$ cat src/rtl/ball_mapper_pkg.sv
// rtl/ball_mapper_pkg.sv - shared types and constants for the ball screen mapper
package ball_mapper_pkg;

  typedef enum logic [1:0] {
    ST_IDLE   = 2'd0,
    ST_LOOKUP = 2'd1,
    ST_MULT   = 2'd2,
    ST_SUM    = 2'd3
  } state_t;

  localparam logic [15:0] Q8_ONE        = 16'h0100;
  localparam logic [15:0] DEG_FULL      = 16'd360;
  localparam int          LOOKUP_CYCLES = 2;

  // Turn a magnitude/sign pair (sign=1 means positive) into a signed 8.8 value
  function automatic logic signed [9:0] q88_signed(input logic [8:0] mag, input logic pos);
    logic signed [9:0] m;
    m = $signed({1'b0, mag});
    return pos ? m : -m;
  endfunction

endpackage

$ cat src/rtl/ball_screen_mapper_cos_sin_lookup.sv
// rtl/ball_screen_mapper_cos_sin_lookup.sv - two-cycle cos/sin table, 8.8 magnitude plus sign
module cos_sin_lookup
  import ball_mapper_pkg::*;
(
  input  logic       clk_in,
  input  logic       rst_n_in,
  input  logic [8:0] angle_in,
  output logic [8:0] cos_mag,
  output logic       cos_pos,
  output logic [8:0] sin_mag,
  output logic       sin_pos
);

  // round(256*sin(k deg)) for k = 90 down to 0; entry k sits at bits [k*9 +: 9]
  localparam logic [91*9-1:0] SIN_TAB = {
    Q8_ONE[8:0], 9'd256, 9'd256, 9'd256, 9'd255, 9'd255, 9'd255, 9'd254, 9'd254, 9'd253,
    9'd252, 9'd251, 9'd250, 9'd249, 9'd248, 9'd247, 9'd246, 9'd245, 9'd243, 9'd242,
    9'd241, 9'd239, 9'd237, 9'd236, 9'd234, 9'd232, 9'd230, 9'd228, 9'd226, 9'd224,
    9'd222, 9'd219, 9'd217, 9'd215, 9'd212, 9'd210, 9'd207, 9'd204, 9'd202, 9'd199,
    9'd196, 9'd193, 9'd190, 9'd187, 9'd184, 9'd181, 9'd178, 9'd175, 9'd171, 9'd168,
    9'd165, 9'd161, 9'd158, 9'd154, 9'd150, 9'd147, 9'd143, 9'd139, 9'd136, 9'd132,
    9'd128, 9'd124, 9'd120, 9'd116, 9'd112, 9'd108, 9'd104, 9'd100, 9'd96,  9'd92,
    9'd88,  9'd83,  9'd79,  9'd75,  9'd71,  9'd66,  9'd62,  9'd58,  9'd53,  9'd49,
    9'd44,  9'd40,  9'd36,  9'd31,  9'd27,  9'd22,  9'd18,  9'd13,  9'd9,   9'd4,
    9'd0
  };

  logic [6:0] sin_idx_d, cos_idx_d, sin_idx_q, cos_idx_q;
  logic       sin_pos_d, cos_pos_d, sin_pos_q, cos_pos_q;

  // Fold the angle into the first quadrant; cos(a) is read as sin(90-a)
  always_comb begin
    sin_idx_d = '0;
    cos_idx_d = '0;
    sin_pos_d = 1'b1;
    cos_pos_d = 1'b1;
    if (angle_in < 9'd90) begin
      sin_idx_d = 7'(angle_in);
      cos_idx_d = 7'(9'd90 - angle_in);
    end else if (angle_in < 9'd180) begin
      sin_idx_d = 7'(9'd180 - angle_in);
      cos_idx_d = 7'(angle_in - 9'd90);
      cos_pos_d = 1'b0;
    end else if (angle_in < 9'd270) begin
      sin_idx_d = 7'(angle_in - 9'd180);
      cos_idx_d = 7'(9'd270 - angle_in);
      sin_pos_d = 1'b0;
      cos_pos_d = 1'b0;
    end else begin
      sin_idx_d = 7'(9'd360 - angle_in);
      cos_idx_d = 7'(angle_in - 9'd270);
      sin_pos_d = 1'b0;
    end
  end

  // First stage: register quadrant indices and signs
  always_ff @(posedge clk_in or negedge rst_n_in) begin
    if (!rst_n_in) begin
      sin_idx_q <= '0;
      cos_idx_q <= '0;
      sin_pos_q <= 1'b1;
      cos_pos_q <= 1'b1;
    end else begin
      sin_idx_q <= sin_idx_d;
      cos_idx_q <= cos_idx_d;
      sin_pos_q <= sin_pos_d;
      cos_pos_q <= cos_pos_d;
    end
  end

  // Second stage: register table reads
  always_ff @(posedge clk_in or negedge rst_n_in) begin
    if (!rst_n_in) begin
      sin_mag <= '0;
      cos_mag <= '0;
      sin_pos <= 1'b1;
      cos_pos <= 1'b1;
    end else begin
      sin_mag <= SIN_TAB[int'(sin_idx_q)*9 +: 9];
      cos_mag <= SIN_TAB[int'(cos_idx_q)*9 +: 9];
      sin_pos <= sin_pos_q;
      cos_pos <= cos_pos_q;
    end
  end

endmodule

$ cat src/rtl/ball_screen_mapper.sv
// rtl/ball_screen_mapper.sv - map ball Q8.8 position and camera angle to screen pixels; BALL_MAPPER_CLAMP_EN saturates to screen edges
module ball_screen_mapper
  import ball_mapper_pkg::*;
#(
  parameter int PIVOT_X    = 80,
  parameter int PIVOT_Y    = 45,
  parameter int SCREEN_CX  = 640,
  parameter int SCREEN_CY  = 360,
  parameter int SCREEN_W   = 1280,
  parameter int SCREEN_H   = 720,
  parameter int ZOOM_SHIFT = 3
) (
  input  logic               clk_in,
  input  logic               rst_n_in,
  input  logic               new_frame,
  input  logic [15:0]        ball_pos_x_in,
  input  logic [15:0]        ball_pos_y_in,
  input  logic [15:0]        cam_angle_in,
  output logic signed [11:0] screen_x,
  output logic signed [11:0] screen_y,
  output logic               on_screen,
  output logic               valid,
  output logic               busy,
  output logic               frame_dropped
);

  localparam logic signed [9:0]  PIVOT_X_S = 10'(PIVOT_X);
  localparam logic signed [9:0]  PIVOT_Y_S = 10'(PIVOT_Y);
  localparam logic signed [31:0] CX_S      = 32'(SCREEN_CX);
  localparam logic signed [31:0] CY_S      = 32'(SCREEN_CY);
  localparam logic signed [31:0] W_S       = 32'(SCREEN_W);
  localparam logic signed [31:0] H_S       = 32'(SCREEN_H);

  state_t             state, state_nx;
  logic [1:0]         lkp_cnt;
  logic               accept, drop, load_prod, load_out;
  logic [15:0]        angle_norm;
  logic [8:0]         angle_q;
  logic signed [9:0]  dx_q, dy_q;
  logic [8:0]         cos_mag, sin_mag;
  logic               cos_pos, sin_pos;
  logic signed [27:0] dx_ext, dy_ext, cos_ext, sin_ext;
  logic signed [27:0] p_dx_cos, p_dy_sin, p_dx_sin, p_dy_cos;
  logic signed [31:0] sum_x, sum_y, xr, yr, full_x, full_y;
  logic [11:0]        out_x, out_y;
  logic               on_screen_d;
  logic               unused_bits;

  // 360 degrees is the same view as 0
  assign angle_norm = (cam_angle_in >= DEG_FULL) ? cam_angle_in - DEG_FULL : cam_angle_in;

  // Sub-pixel fraction bits and the high angle bits do not affect the result
  assign unused_bits = ^{ball_pos_x_in[7:0], ball_pos_y_in[7:0], angle_norm[15:9]};

  cos_sin_lookup u_lookup (
    .clk_in   (clk_in),
    .rst_n_in (rst_n_in),
    .angle_in (angle_q),
    .cos_mag  (cos_mag),
    .cos_pos  (cos_pos),
    .sin_mag  (sin_mag),
    .sin_pos  (sin_pos)
  );

  assign dx_ext  = 28'(dx_q);
  assign dy_ext  = 28'(dy_q);
  assign cos_ext = 28'(q88_signed(cos_mag, cos_pos));
  assign sin_ext = 28'(q88_signed(sin_mag, sin_pos));

  // State register plus the dwell counter that waits out the lookup latency
  always_ff @(posedge clk_in or negedge rst_n_in) begin
    if (!rst_n_in) begin
      state   <= ST_IDLE;
      lkp_cnt <= '0;
    end else begin
      state   <= state_nx;
      lkp_cnt <= (state == ST_LOOKUP) ? lkp_cnt + 2'd1 : 2'd0;
    end
  end

  // Next-state: one conversion walks IDLE, LOOKUP x2, MULT, SUM
  always_comb begin
    state_nx = state;
    case (state)
      ST_IDLE:   if (new_frame) state_nx = ST_LOOKUP;
      ST_LOOKUP: if (lkp_cnt == 2'(LOOKUP_CYCLES - 1)) state_nx = ST_MULT;
      ST_MULT:   state_nx = ST_SUM;
      ST_SUM:    state_nx = ST_IDLE;
      default:   state_nx = ST_IDLE;
    endcase
  end

  // Output decode: busy, datapath strobes, and detection of frames arriving while busy
  always_comb begin
    accept    = 1'b0;
    drop      = 1'b0;
    load_prod = 1'b0;
    load_out  = 1'b0;
    busy      = 1'b0;
    case (state)
      ST_IDLE:   accept = new_frame;
      ST_LOOKUP: begin busy = 1'b1; drop = new_frame; end
      ST_MULT:   begin busy = 1'b1; drop = new_frame; load_prod = 1'b1; end
      ST_SUM:    begin busy = 1'b1; drop = new_frame; load_out  = 1'b1; end
      default:   busy = 1'b0;
    endcase
  end

  // Rotate, scale and offset from the registered products; visibility uses unclamped values
  always_comb begin
    sum_x       = 32'(p_dx_cos) + 32'(p_dy_sin);
    sum_y       = 32'(p_dy_cos) - 32'(p_dx_sin);
    xr          = sum_x >>> 8;
    yr          = sum_y >>> 8;
    full_x      = CX_S + (xr <<< ZOOM_SHIFT);
    full_y      = CY_S + (yr <<< ZOOM_SHIFT);
    on_screen_d = (full_x >= 0) && (full_x < W_S) && (full_y >= 0) && (full_y < H_S);
`ifdef BALL_MAPPER_CLAMP_EN
    if (full_x < 0)         out_x = '0;
    else if (full_x >= W_S) out_x = 12'(W_S - 1);
    else                    out_x = 12'(full_x);
    if (full_y < 0)         out_y = '0;
    else if (full_y >= H_S) out_y = 12'(H_S - 1);
    else                    out_y = 12'(full_y);
`else
    out_x = 12'(full_x);
    out_y = 12'(full_y);
`endif
  end

  // Capture frame inputs in IDLE and the four products in MULT
  always_ff @(posedge clk_in or negedge rst_n_in) begin
    if (!rst_n_in) begin
      angle_q  <= '0;
      dx_q     <= '0;
      dy_q     <= '0;
      p_dx_cos <= '0;
      p_dy_sin <= '0;
      p_dx_sin <= '0;
      p_dy_cos <= '0;
    end else begin
      if (accept) begin
        angle_q <= angle_norm[8:0];
        dx_q    <= $signed({2'b00, ball_pos_x_in[15:8]}) - PIVOT_X_S;
        dy_q    <= $signed({2'b00, ball_pos_y_in[15:8]}) - PIVOT_Y_S;
      end
      if (load_prod) begin
        p_dx_cos <= dx_ext * cos_ext;
        p_dy_sin <= dy_ext * sin_ext;
        p_dx_sin <= dx_ext * sin_ext;
        p_dy_cos <= dy_ext * cos_ext;
      end
    end
  end

  // Result registers with the valid and frame_dropped pulses
  always_ff @(posedge clk_in or negedge rst_n_in) begin
    if (!rst_n_in) begin
      screen_x      <= '0;
      screen_y      <= '0;
      on_screen     <= 1'b0;
      valid         <= 1'b0;
      frame_dropped <= 1'b0;
    end else begin
      valid         <= load_out;
      frame_dropped <= drop;
      if (load_out) begin
        screen_x  <= $signed(out_x);
        screen_y  <= $signed(out_y);
        on_screen <= on_screen_d;
      end
    end
  end

endmodule
$ cat config.mk
export PLATFORM = sky130hd
export DESIGN_NAME = ball_screen_mapper
export DESIGN_NICKNAME = d
export VERILOG_FILES = /design/src/rtl/ball_mapper_pkg.sv /design/src/rtl/ball_screen_mapper_cos_sin_lookup.sv /design/src/rtl/ball_screen_mapper.sv
export SDC_FILE = /design/constraint.sdc
export NUM_CORES = 1
export LEC_CHECK = 0
export BUFFER_PORTS_ARGS = -buffer_cell sky130_fd_sc_hd__buf_2
export CAP_MARGIN = 15
export CORE_ASPECT_RATIO = 2
export CORE_MARGIN = 2
export CORE_UTILIZATION = 52
export CTS_CLUSTER_DIAMETER = 30
export DETAILED_ROUTE_END_ITERATION = 8
export PLACE_DENSITY_LB_ADDON = 0.2
export SLEW_MARGIN = 20
export SYNTH_ARGS = -nofsm -noshare
export SYNTH_HDL_FRONTEND = slang
export SYNTH_HIERARCHICAL = 1
export SYNTH_SLANG_ARGS = --single-unit
$ cat constraint.sdc
create_clock -name clk_in -period 8.6 [get_ports clk_in]
set_input_delay 0 -clock clk_in [delete_from_list [all_inputs] [get_ports clk_in]]
set_output_delay 0 -clock clk_in [all_outputs]
set_load 0.005 [all_outputs]
# Word-level counts from Yosys, hierarchy flattened

Index checks and enable logic that the tools add are counted.

Multiply operators: 6
Equal/unequal tests: 6
Bitwise gates (word level): 0
Divide/modulo/power cells: 0
Muxes and demuxes: 23
Add/sub/neg operators: 17
$lt $le $gt $ge: 8
Shift operators: 2
Reduce and logical (&&, ||, !) cells: 6

Operators with widths:

| cell                                                        | number |
|---|---|
| indexed part select 819 x 32 -> 9 bit, first input constant | 2 |
| multiplier 9 x 10 -> 19 bit                                 | 4 |
| 2-to-1 mux 7 bit                                            | 6 |
| >= comparator 16 x 1 -> 1 bit, second input constant        | 2 |
| multiplier 7 x 4 -> 11 bit, second input constant           | 2 |
| adder 19 x 19 -> 20 bit                                     | 1 |
| 2-to-1 mux 10 bit                                           | 2 |
| negator 9 -> 10 bit                                         | 2 |
| subtractor 19 x 19 -> 20 bit                                | 1 |
| adder 10 x 15 -> 16 bit, first input constant               | 1 |
| adder 11 x 15 -> 16 bit, first input constant               | 1 |
| >= comparator 16 x 9 -> 1 bit, second input constant        | 1 |
| < comparator 16 x 11 -> 1 bit, second input constant        | 1 |
| < comparator 16 x 12 -> 1 bit, second input constant        | 1 |
| subtractor 7 bit, first input constant                      | 2 |
| 2-to-1 mux 1 bit                                            | 10 |
| < comparator 9 x 7 -> 1 bit, second input constant          | 1 |
| < comparator 9 x 8 -> 1 bit, second input constant          | 1 |
| < comparator 9 bit, second input constant                   | 1 |
| 2-to-1 mux 9 bit                                            | 1 |
| subtractor 8 x 6 -> 9 bit, second input constant            | 1 |
| subtractor 8 x 7 -> 9 bit, second input constant            | 1 |
| subtractor 9 bit, second input constant                     | 1 |
| one-hot mux 2 bit (4 select lines)                          | 1 |
| other kinds (15)                                            | 21 |

Output and inout port bits: 28
RAM bits: 0
Memory bits (read-only): 0
Logic and storage cells: 90
Input port bits: 51
Bits in latches: 0
Memories: 0
Register bits: 170

# Longest topological paths before layout

Gate-level depths: netlist of the first run.

Depth in word-level cells: 6
Mapped depth: 30
Gate-level depth less buffers: 28

# Cells and area by module

The synthesis of the first run kept the hierarchy.

By module, submodules not included:

| module             | instances | seq. area each (sq um) | cells an instance | area each (sq um) |
|---|---|---|---|---|
| ball_screen_mapper | 1         | 3,203.1                | 2,158             | 20,159.3 |
| cos_sin_lookup     | 1         | 880.8                  | 485               | 3,797.4 |

# Least setup slack after synthesis of the first run

Ideal clock, no wire load.

Path kind: register -> register
Start: register u_lookup.cos_mag[0]
End: register p_dx_cos[15]
Setup time: 125 ps
Required time: 8,475 ps
Slack: 1,964 ps
Buffers on the path: 3
Data arrival time: 6,511 ps
Cell stages (with the launch flop): 27
Period minus slack after synthesis: 6,636 ps
Cell sequence: dfrtp_1 > clkbuf_1 > clkbuf_1 > inv_1 > ha_1 > a31oi_1 > o21bai_1 > xor2_1 > clkbuf_1 > nand2_1 > fa_1 > inv_1 > fa_1 > fa_1 > fa_1 > fa_1 > ha_1 > o21ai_0 > a21boi_0 > o21ai_0 > a21boi_0 > o21ai_0 > a21boi_0 > o21ai_0 > and2_1 > xnor2_1 > mux2_2

Word-level cells in the longest chain between the ends: 3

Ends and longest elaborated chain:

| what                          | RTL line                                | RTL |
|---|---|---|
| from (decl)                   | ball_screen_mapper_cos_sin_lookup.sv:8  | `output logic [8:0] cos_mag,` |
| from (signal assigned)        | ball_screen_mapper_cos_sin_lookup.sv:80 | `cos_mag <= SIN_TAB[int'(cos_idx_q)*9 +: 9];` |
| negator 9 -> 10 bit           | ball_mapper_pkg.sv:19                   | `return pos ? m : -m;` |
| 2-to-1 mux 10 bit *           | ball_mapper_pkg.sv:19                   |  |
| multiplier 9 x 10 -> 19 bit * | ball_screen_mapper.sv:148               | `p_dx_cos <= dx_ext * cos_ext;` |
| to (signal assigned)          | ball_screen_mapper.sv:148               |  |
| to (decl)                     | ball_screen_mapper.sv:43                | `logic signed [27:0] p_dx_cos, p_dy_sin, p_dx_sin, p_dy_cos;` |

Mark *: on every way between the ends. The rest lies on a longest branch, timed or not.
A chain may end at the register's enable or synchronous reset.

# Final worst setup path of the first run

Start: register u_lookup.sin_mag[0]
End: register p_dy_sin[15]

Word-level cells in the longest chain between the ends: 3

Ends and longest elaborated chain:

| what                          | RTL line                                | RTL |
|---|---|---|
| from (decl)                   | ball_screen_mapper_cos_sin_lookup.sv:10 | `output logic [8:0] sin_mag,` |
| from (signal assigned)        | ball_screen_mapper_cos_sin_lookup.sv:79 | `sin_mag <= SIN_TAB[int'(sin_idx_q)*9 +: 9];` |
| negator 9 -> 10 bit           | ball_mapper_pkg.sv:19                   |  |
| 2-to-1 mux 10 bit *           | ball_mapper_pkg.sv:19                   |  |
| multiplier 9 x 10 -> 19 bit * | ball_screen_mapper.sv:149               | `p_dy_sin <= dy_ext * sin_ext;` |
| to (signal assigned)          | ball_screen_mapper.sv:149               |  |
| to (decl)                     | ball_screen_mapper.sv:43                |  |

Marked as above.

==> reports/results.tsv, run 1 <==
stage	metric	value	unit
clock_tree	htreeDepth	4	
global_routing	grt.met1_usage	0.267	
run_status	status	finished clean	
setup_path	endpoint_kind	register	
final_layout	final_core_util	0.559	
timing	tns	0	ns
placement	dp_hpwl	46900	um
timing	slew_headroom	0.264	
timing	setup_viol	0	
timing	final-max-slew-violation-count	0	
global_routing	grt_max_degree	94	
placement	gp_congestion	0.905	
routing	first_iter_violations	808	
timing	fin_skew	0.0156	ns
final_layout	fin_area	0.0255	mm2
timing	fmax	142	MHz
synth	synthArstFlopShare	1.00	
routing	first_pass_iters	5	
routing	drc_errors	0	
floorplanning	die_w	156	um
floorplanning	die_y	308	um
setup_path	cp_common_cell	fa_1	
synth	syn_inst	2643	
synth	synth_edf_count	0	
clock_tree	cts.clk_slew.worst_paths	0.07	ns
setup_path	cpLargestDelayFamily	adder cells	
global_routing	met2_usage	0.508	
setup_path	cpMaxStageDelayCell	dfrtp_1	
clock_tree	cts_inserted_buffers	17	
floorplanning	core_area	0.0457	mm2
final_layout	area_growth	6.62	%
clock_tree	cts.path.max_buffers	2	
run	drv_cap	0	
timing	tightest_slew	1.10	ns
floorplanning	die_area	0.0479	mm2
timing	rsz0062_at_grt	no	
timing	hold_violations	0	
global_routing	grtUsageTotal	0.264	
global_routing	grt-busiest-layer	met2	
setup_path	reg2reg_depth	24	
setup_path	start_kind	register	
synth	avgSynthCellArea	9.06	um2
synth	yosysWarnings	6	
global_routing	grt_pass1_wl	99100	um
final_layout	antennaDiodeCount	0	
synth	synth_flop_cell	dfrtp_1	
placement	placed_area	0.0247	mm2
setup_path	path_depth	24	
global_routing	antenna_found_initial	0	
global_routing	grtUsageMet3	0.0227	
setup_path	cp.arrival	7.37	ns
floorplanning	initial_core_util	0.524	
min_path	hold_path_depth	5	
clock_tree	clock_latency	0.47	ns
final_layout	drive_above_1_share	0.0910	
routing	wl	59700	um
global_routing	grt_pass1_vias	20061	
clock_tree	cts_tree	yes	
routing	vias	18512	
clock_tree	postCtsSetupBuffers	0	
floorplanning	ios	79	
floorplanning	std_cell_rows	111	
global_routing	grt_overflow	0	
synth	ys_seq_area_frac	0.170	
final_layout	nets	3259	
timing	period_needed	7.02	ns
setup_path	slowest_delay	0.73	ns
routing	vias_per_cell	5.72	
setup_path	cp.required	8.95	ns
routing	wire_per_inst	18.4	um
setup_path	crit_fanout	18	
clock_tree	cts.sinks	163	
setup_path	critPathKind	register to register	
clock_tree	cts_hold_buf	32	
placement	io_buffer_count	56	
synth	ys_types	103	
synth	yosys_register_bits	163	
min_path	hold_path.class	input port to register	
clock_tree	cts_root_buf	clkbuf_16	
setup_path	path_buf_inv	3	
setup_path	path_cells	inv_1 > ha_1 > nor3b_1 > a21oi_1 > xor2_1 > buf_4 > nand2_1 > fa_1 > inv_1 > fa_1 > fa_1 > fa_1 > fa_1 > ha_1 > o21ai_0 > a21boi_0 > o21ai_0 > a21boi_0 > o21ai_0 > a21boi_0 > o21ai_0 > and2_1 > xnor2_1 > mux2_2	
synth	syn-cell-area	0.0240	mm2
routing	ant_nets	0	
timing	period_share	0.816	
clock_tree	postCtsResizedCells	0	
cell families after synthesis:
| group | count (synthesis) | synth area share |
|---|---|---|
| AND/OR/NAND/NOR | 733 | 0.150 |
| adder cells (fa/ha/maj) | 551 | 0.384 |
| buffers and inverters | 528 | 0.0869 |
| AO/OA/AOI/OAI | 479 | 0.130 |
| flip-flops | 163 | 0.170 |
| XOR/XNOR | 111 | 0.0412 |
| multiplexers | 77 | 0.0365 |
| other | 1 | 0.000157 |
metal layers:
metal	share of wire	vias up
met5	0	-
met4	0.071	0
met3	0.031	171
met2	0.55	506
met1	0.34	9207
li1	-	8628
registers in the layout, indices dropped and copies added (netlist names), 2 cells and up:
register	cells
p_dy_sin	19
screen_x	9
lkp_cnt	2
p_dy_cos	19
state	2
u_lookup/cos_mag	9
angle_q	9
screen_y	9
p_dx_cos	19
dy_q	9
p_dx_sin	19
dx_q	9
u_lookup/cos_idx_q	7
u_lookup/sin_idx_q	6
u_lookup/sin_mag	9
worst register-to-register path, cell delays in order, from the launching register on:
cell and delay, ns:
dfrtp_1 0.73, inv_1 0.20, ha_1 0.26, nor3b_1 0.17
a21oi_1 0.20, xor2_1 0.17, buf_4 0.26, nand2_1 0.11
fa_1 0.57, inv_1 0.05, fa_1 0.51, fa_1 0.45
fa_1 0.57, fa_1 0.42, ha_1 0.34, o21ai_0 0.12
a21boi_0 0.25, o21ai_0 0.14, a21boi_0 0.25, o21ai_0 0.14
a21boi_0 0.28, o21ai_0 0.15, and2_1 0.18, xnor2_1 0.11
mux2_2 0.26
worst paths after layout:
path                                startpoint             endpoint  slack (ns)
hold / removal                cam_angle_in[11]           angle_q[8]        0.07
hold reg to reg             u_lookup/sin_pos_q     u_lookup/sin_pos        0.36
setup / recovery           u_lookup/sin_mag[0]         p_dy_sin[15]        1.58
setup reg to reg           u_lookup/sin_mag[0]         p_dy_sin[15]        1.58
min in group asynchronous             rst_n_in        frame_dropped        0.18
max in group asynchronous             rst_n_in  u_lookup/cos_mag[6]        6.90
synth_stat cells (10+ instances only):
library cell,number,area [um2]
inv_1,391,1470
fa_1,308,6170
nand2_1,288,1080
ha_1,243,3040
and2_1,160,1000
dfrtp_1,159,3980
o21ai_0,144,721
nor2_1,124,465
clkbuf_1,105,394
a21oi_1,103,515
xnor2_1,76,666
mux2_2,59,664
nor3_1,33,165
xor2_1,33,289
a21o_1,29,218
a211oi_1,25,188
nor2b_1,23,144
a31oi_1,22,138
nand3_1,18,90.1
nand2b_1,17,106
mux2i_1,15,150
a21boi_0,13,97.6
nor4_1,11,68.8
o211ai_1,11,82.6
o31ai_1,10,75.1
cell type report:
class	count	area [um2]
Fill cell	4108	20200
Multi-Input combinational cell	1957	17800
Sequential cell	163	4090
Inverter	395	1490
Timing Repair Buffer	123	870
Tap cell	565	707
Clock buffer	18	439
Clock inverter	14	128
placed cells by master, fill, tap and decap left out, types with 8 or more instances in the layout:
cell type | synthesis | routed
inv_1 | 391 | 391
o21bai_1 | 8 | 8
buf_4 | 9 | 35
nor3b_1 | 9 | 9
dlygate4sd3_1 | 0 | 32
nand3_1 | 18 | 18
o211ai_1 | 11 | 11
fa_1 | 308 | 308
o31ai_1 | 10 | 10
xor2_1 | 33 | 33
mux2i_1 | 15 | 15
nor3_1 | 33 | 33
mux2_2 | 59 | 59
a311oi_1 | 9 | 9
nor4_1 | 11 | 11
a211oi_1 | 25 | 25
o21ai_0 | 144 | 144
clkbuf_16 | 0 | 17
a21oi_1 | 103 | 103
a21boi_0 | 13 | 13
buf_2 | 3 | 55
nand2_1 | 288 | 287
ha_1 | 243 | 242
o21a_1 | 9 | 9
nor2_1 | 124 | 124
xnor2_1 | 76 | 76
a2111oi_0 | 8 | 8
nand3b_1 | 8 | 8
a21o_1 | 29 | 29
and2_1 | 160 | 160
dfrtp_1 | 159 | 158
nand2b_1 | 17 | 17
o22ai_1 | 9 | 9
nor2b_1 | 23 | 23
a31oi_1 | 22 | 22
metrics by stage:
step                      hold slack [ns]  std cells  setup WS, ns
after global placement              0.139       3171          1.73
after CTS                         0.00368       3235          1.65
after floorplan                    -0.296       2648          1.96
after global routing                0.136       3235         0.916
final                              0.0715       3235          1.58
after detailed placement            0.154       3171          1.67
Power of run 1 is left out: the tool's default activity adds up to more than one toggle a clock period on the data nets, which glitch-free logic cannot reach.
==> run 2, diff against run 1 <==
--- a/config.mk
+++ b/config.mk
@@ -5,6 +5,7 @@
 export SDC_FILE = /design/constraint.sdc
 export NUM_CORES = 1
 export LEC_CHECK = 0
+export ABC_AREA = 1
 export BUFFER_PORTS_ARGS = -buffer_cell sky130_fd_sc_hd__buf_2
 export CAP_MARGIN = 15
 export CORE_ASPECT_RATIO = 2
==> constraint.sdc (replaced) <==
create_clock -name clk_in -period 6.6 [get_ports clk_in]
set_input_delay 0 -clock clk_in [delete_from_list [all_inputs] [get_ports clk_in]]
set_output_delay 0 -clock clk_in [all_outputs]
set_load 0.005 [all_outputs]
==> run 2 against run 1 <==
  * Flip-flop and latch count unchanged
  * Global-route usage up 5.3 points
  * Worst setup slack got worse by 1.2 ns
  * Count of clock-buffer cells in the layout increased by 2
  * Sequential share of layout area decreased by 0.87 points
  * Final cell count up 26%
  * Highest routed layer unchanged
==> reports/results.tsv, run 2 <==
stage	metric	value	unit
synth	synth_top_area_frac	0.248	
synth	synth_most_common_cell	nand2_1	
placement	placed_area	0.0260	mm2
placement	dp_hpwl	61000	um
floorplanning	die_y	313	um
final_layout	fin_area	0.0270	mm2
synth	yosysWarnings	6	
setup_path	ff2ff_setup_slack	0.34	ns
synth	yosys.area_share.simple	0.245	
synth	ys_types	51	
clock_tree	cts.sinks	163	
placement	dp_slack	0.116	ns
placement	gp_congestion	0.974	
timing	tightest_slew	0.975	ns
timing	fin_skew	0.0174	ns
timing	setup_ws	0.342	ns
floorplanning	core_area	0.0474	mm2
run	drv_cap	0	
synth	syn-cell-area	0.0249	mm2
synth	avgSynthCellArea	7.46	um2
final_layout	final_common_cell	nand2_1	
synth	synthMuxAreaShare	0	
global_routing	grt_max_degree	99	
routing	first_iter_violations	1264	
floorplanning	initial_core_util	0.525	
min_path	hold_path.class	input port to asynchronous set/reset pin	
final_layout	area_growth	8.48	%
clock_tree	clock_latency	0.47	ns
floorplanning	ios	79	
timing	tns	0	ns
global_routing	grtUsageTotal	0.317	
synth	synth_flop_cell	dfrtp_1	
synth	synth.largest_area_cell	fa_1	
setup_path	timing.rr.start	u_lookup/cos_mag[1]	
setup_path	endpoint_kind	register	
clock_tree	cts.clk_slew.worst_paths	0.08	ns
synth	synth_compound_area_frac	0.0835	
floorplanning	std_cell_rows	113	
timing	fmax	160	MHz
placement	io_buffer_count	56	
setup_path	cpMaxStageDelayCell	fa_1	
clock_tree	cts_tree	yes	
synth	synth_xor_area_frac	0.0271	
setup_path	reg2reg_depth	25	
global_routing	antenna_found_initial	0	
timing	final-max-slew-violation-count	0	
routing	drc_errors	0	
setup_path	cp.arrival	6.60	ns
routing	first_pass_iters	8	
floorplanning	die_area	0.0497	mm2
setup_path	start_kind	register	
clock_tree	cts.path.max_buffers	2	
setup_path	slowest_delay	0.54	ns
clock_tree	cts_root_buf	clkbuf_16	
timing	hold_violations	0	
floorplanning	die_w	159	um
timing	setup_viol	0	
global_routing	grt_overflow	0	
final_layout	nets	4019	
synth	synth_top_family_by_area	adder cells	
synth	yosys_register_bits	163	
setup_path	cpLargestDelayFamily	adder cells	
timing	slew_headroom	0.346	
synth	synth_common_cells	864 x nand2_1, 575 x inv_1, 315 x nor2_1	
setup_path	cp_common_cell	fa_1	
routing	vias	21952	
placement	place.detailed.instances	3996	
setup_path	path_buf_inv	3	
final_layout	final_cell_mix	857 x nand2_1, 574 x inv_1, 315 x nor2_1	
routing	wl	75200	um
timing	rsz0062_at_grt	yes	
setup_path	regToRegEndpoint	p_dy_cos[17]	
synth	synth_area_leaders	fa_1 25%, dfrtp_1 16%, nand2_1 13%, ha_1 12%, inv_1 8.7%	
final_layout	drive_above_1_share	0.0787	
synth	ys_seq_area_frac	0.164	
timing	period_needed	6.26	ns
synth	synth_edf_count	0	
synth	synthArstFlopShare	1.00	
run_status	status	finished clean	
final_layout	antennaDiodeCount	0	
timing	period_share	0.948	
global_routing	grt_pass1_wl	119000	um
routing	wire_per_inst	18.5	um
synth	syn_inst	3338	
setup_path	critPathKind	register to register	
clock_tree	htreeDepth	4	
setup_path	crit_fanout	7	
clock_tree	cts_inserted_buffers	17	
synth	synth_fa_ha_area_frac	0.370	
routing	vias_per_cell	5.40	
routing	ant_nets	0	
final_layout	final-instance-count-excl-fill	4062	
clock_tree	postCtsSetupBuffers	0	
setup_path	cp.required	6.95	ns
global_routing	grt_pass1_vias	23016	
final_layout	nFillCells	4482	
[run 2: cell count changes after synthesis, moves of 23 or more]
cell,before,now
nand2_1,288,864
nor2_1,124,315
inv_1,391,575
and2_1,160,1
nand3_1,18,156
mux2_2,59,0
xnor2_1,76,37
clkbuf_1,105,72
a21o_1,29,4
nand2_2,0,24
nor2b_1,23,0
[run 2: kinds of logic after synthesis]
| logic type | Yosys count |
|---|---|
| flops | 163 |
| other cells | 1 |
| buf+inv | 709 |
| simple gates | 1463 |
| xor+xnor | 77 |
| fa+ha+maj | 551 |
| compound gates | 374 |
[run 2: worst register-to-register path, stage by stage (launching register included)]
cell and delay, ns:
dfrtp_1 0.40, nor3_2 0.25, nand3_1 0.15, nand2_1 0.11, nand2_1 0.06, o21ai_0 0.28, xnor2_2 0.30, nand2_1 0.16
fa_1 0.52, fa_1 0.54, fa_1 0.44, fa_1 0.54, inv_1 0.05, fa_1 0.45, ha_1 0.34, inv_1 0.10
o21bai_1 0.08, a31oi_1 0.21, inv_1 0.09, a21oi_1 0.24, o21ai_0 0.19, a21oi_1 0.16, o21bai_1 0.08, or2_2 0.27
nand3_1 0.07, nand2_1 0.05
[run 2: how the worst max path moves through the flow]
stage	to	start	depth (start not counted)
floorplan	p_dy_cos[17]	u_lookup/cos_mag[0]	31
global placement	p_dy_sin[17]	u_lookup/sin_mag[0]	27
detailed placement	p_dy_sin[17]	u_lookup/sin_mag[0]	25
CTS	p_dy_sin[17]	u_lookup/sin_mag[0]	25
global route	p_dy_sin[17]	u_lookup/sin_mag[0]	27
finish	p_dy_cos[17]	u_lookup/cos_mag[1]	25
[run 2: per-layer routing]
layer	vias up	share of wire	GRT usage
met4	0	0.11	0.279
met2	725	0.52	0.576
met1	10492	0.33	0.304
met5	-	0	0
li1	10439	-	-
met3	296	0.043	0.0423
[run 2: area by class of cell]
type                    count  area, um2  area share
clock buffers              20        457      0.0169
inverters                 602       2260      0.0838
repair buffers            162       1170      0.0434
clock inverters            12        121     0.00450
flip-flops and latches    163       4080       0.151
well taps                 632        791      0.0293
multi-input cells        2471      18100       0.671
[run 2: timing repair]
item,4_1_cts,5_1_grt
hold buffers,34,0
setup endpoints to repair,0,10
hold endpoints to repair,113,0
gates resized for setup,0,14
[run 2: metrics by stage]
stage                util  hold slack, ns
global placement    0.550           0.115
detailed placement  0.550           0.126
floorplan               -          -0.296
finish              0.570           0.137
CTS                 0.569           0.118
global route        0.570           0.239
Power of run 2 is left out for the same reason.
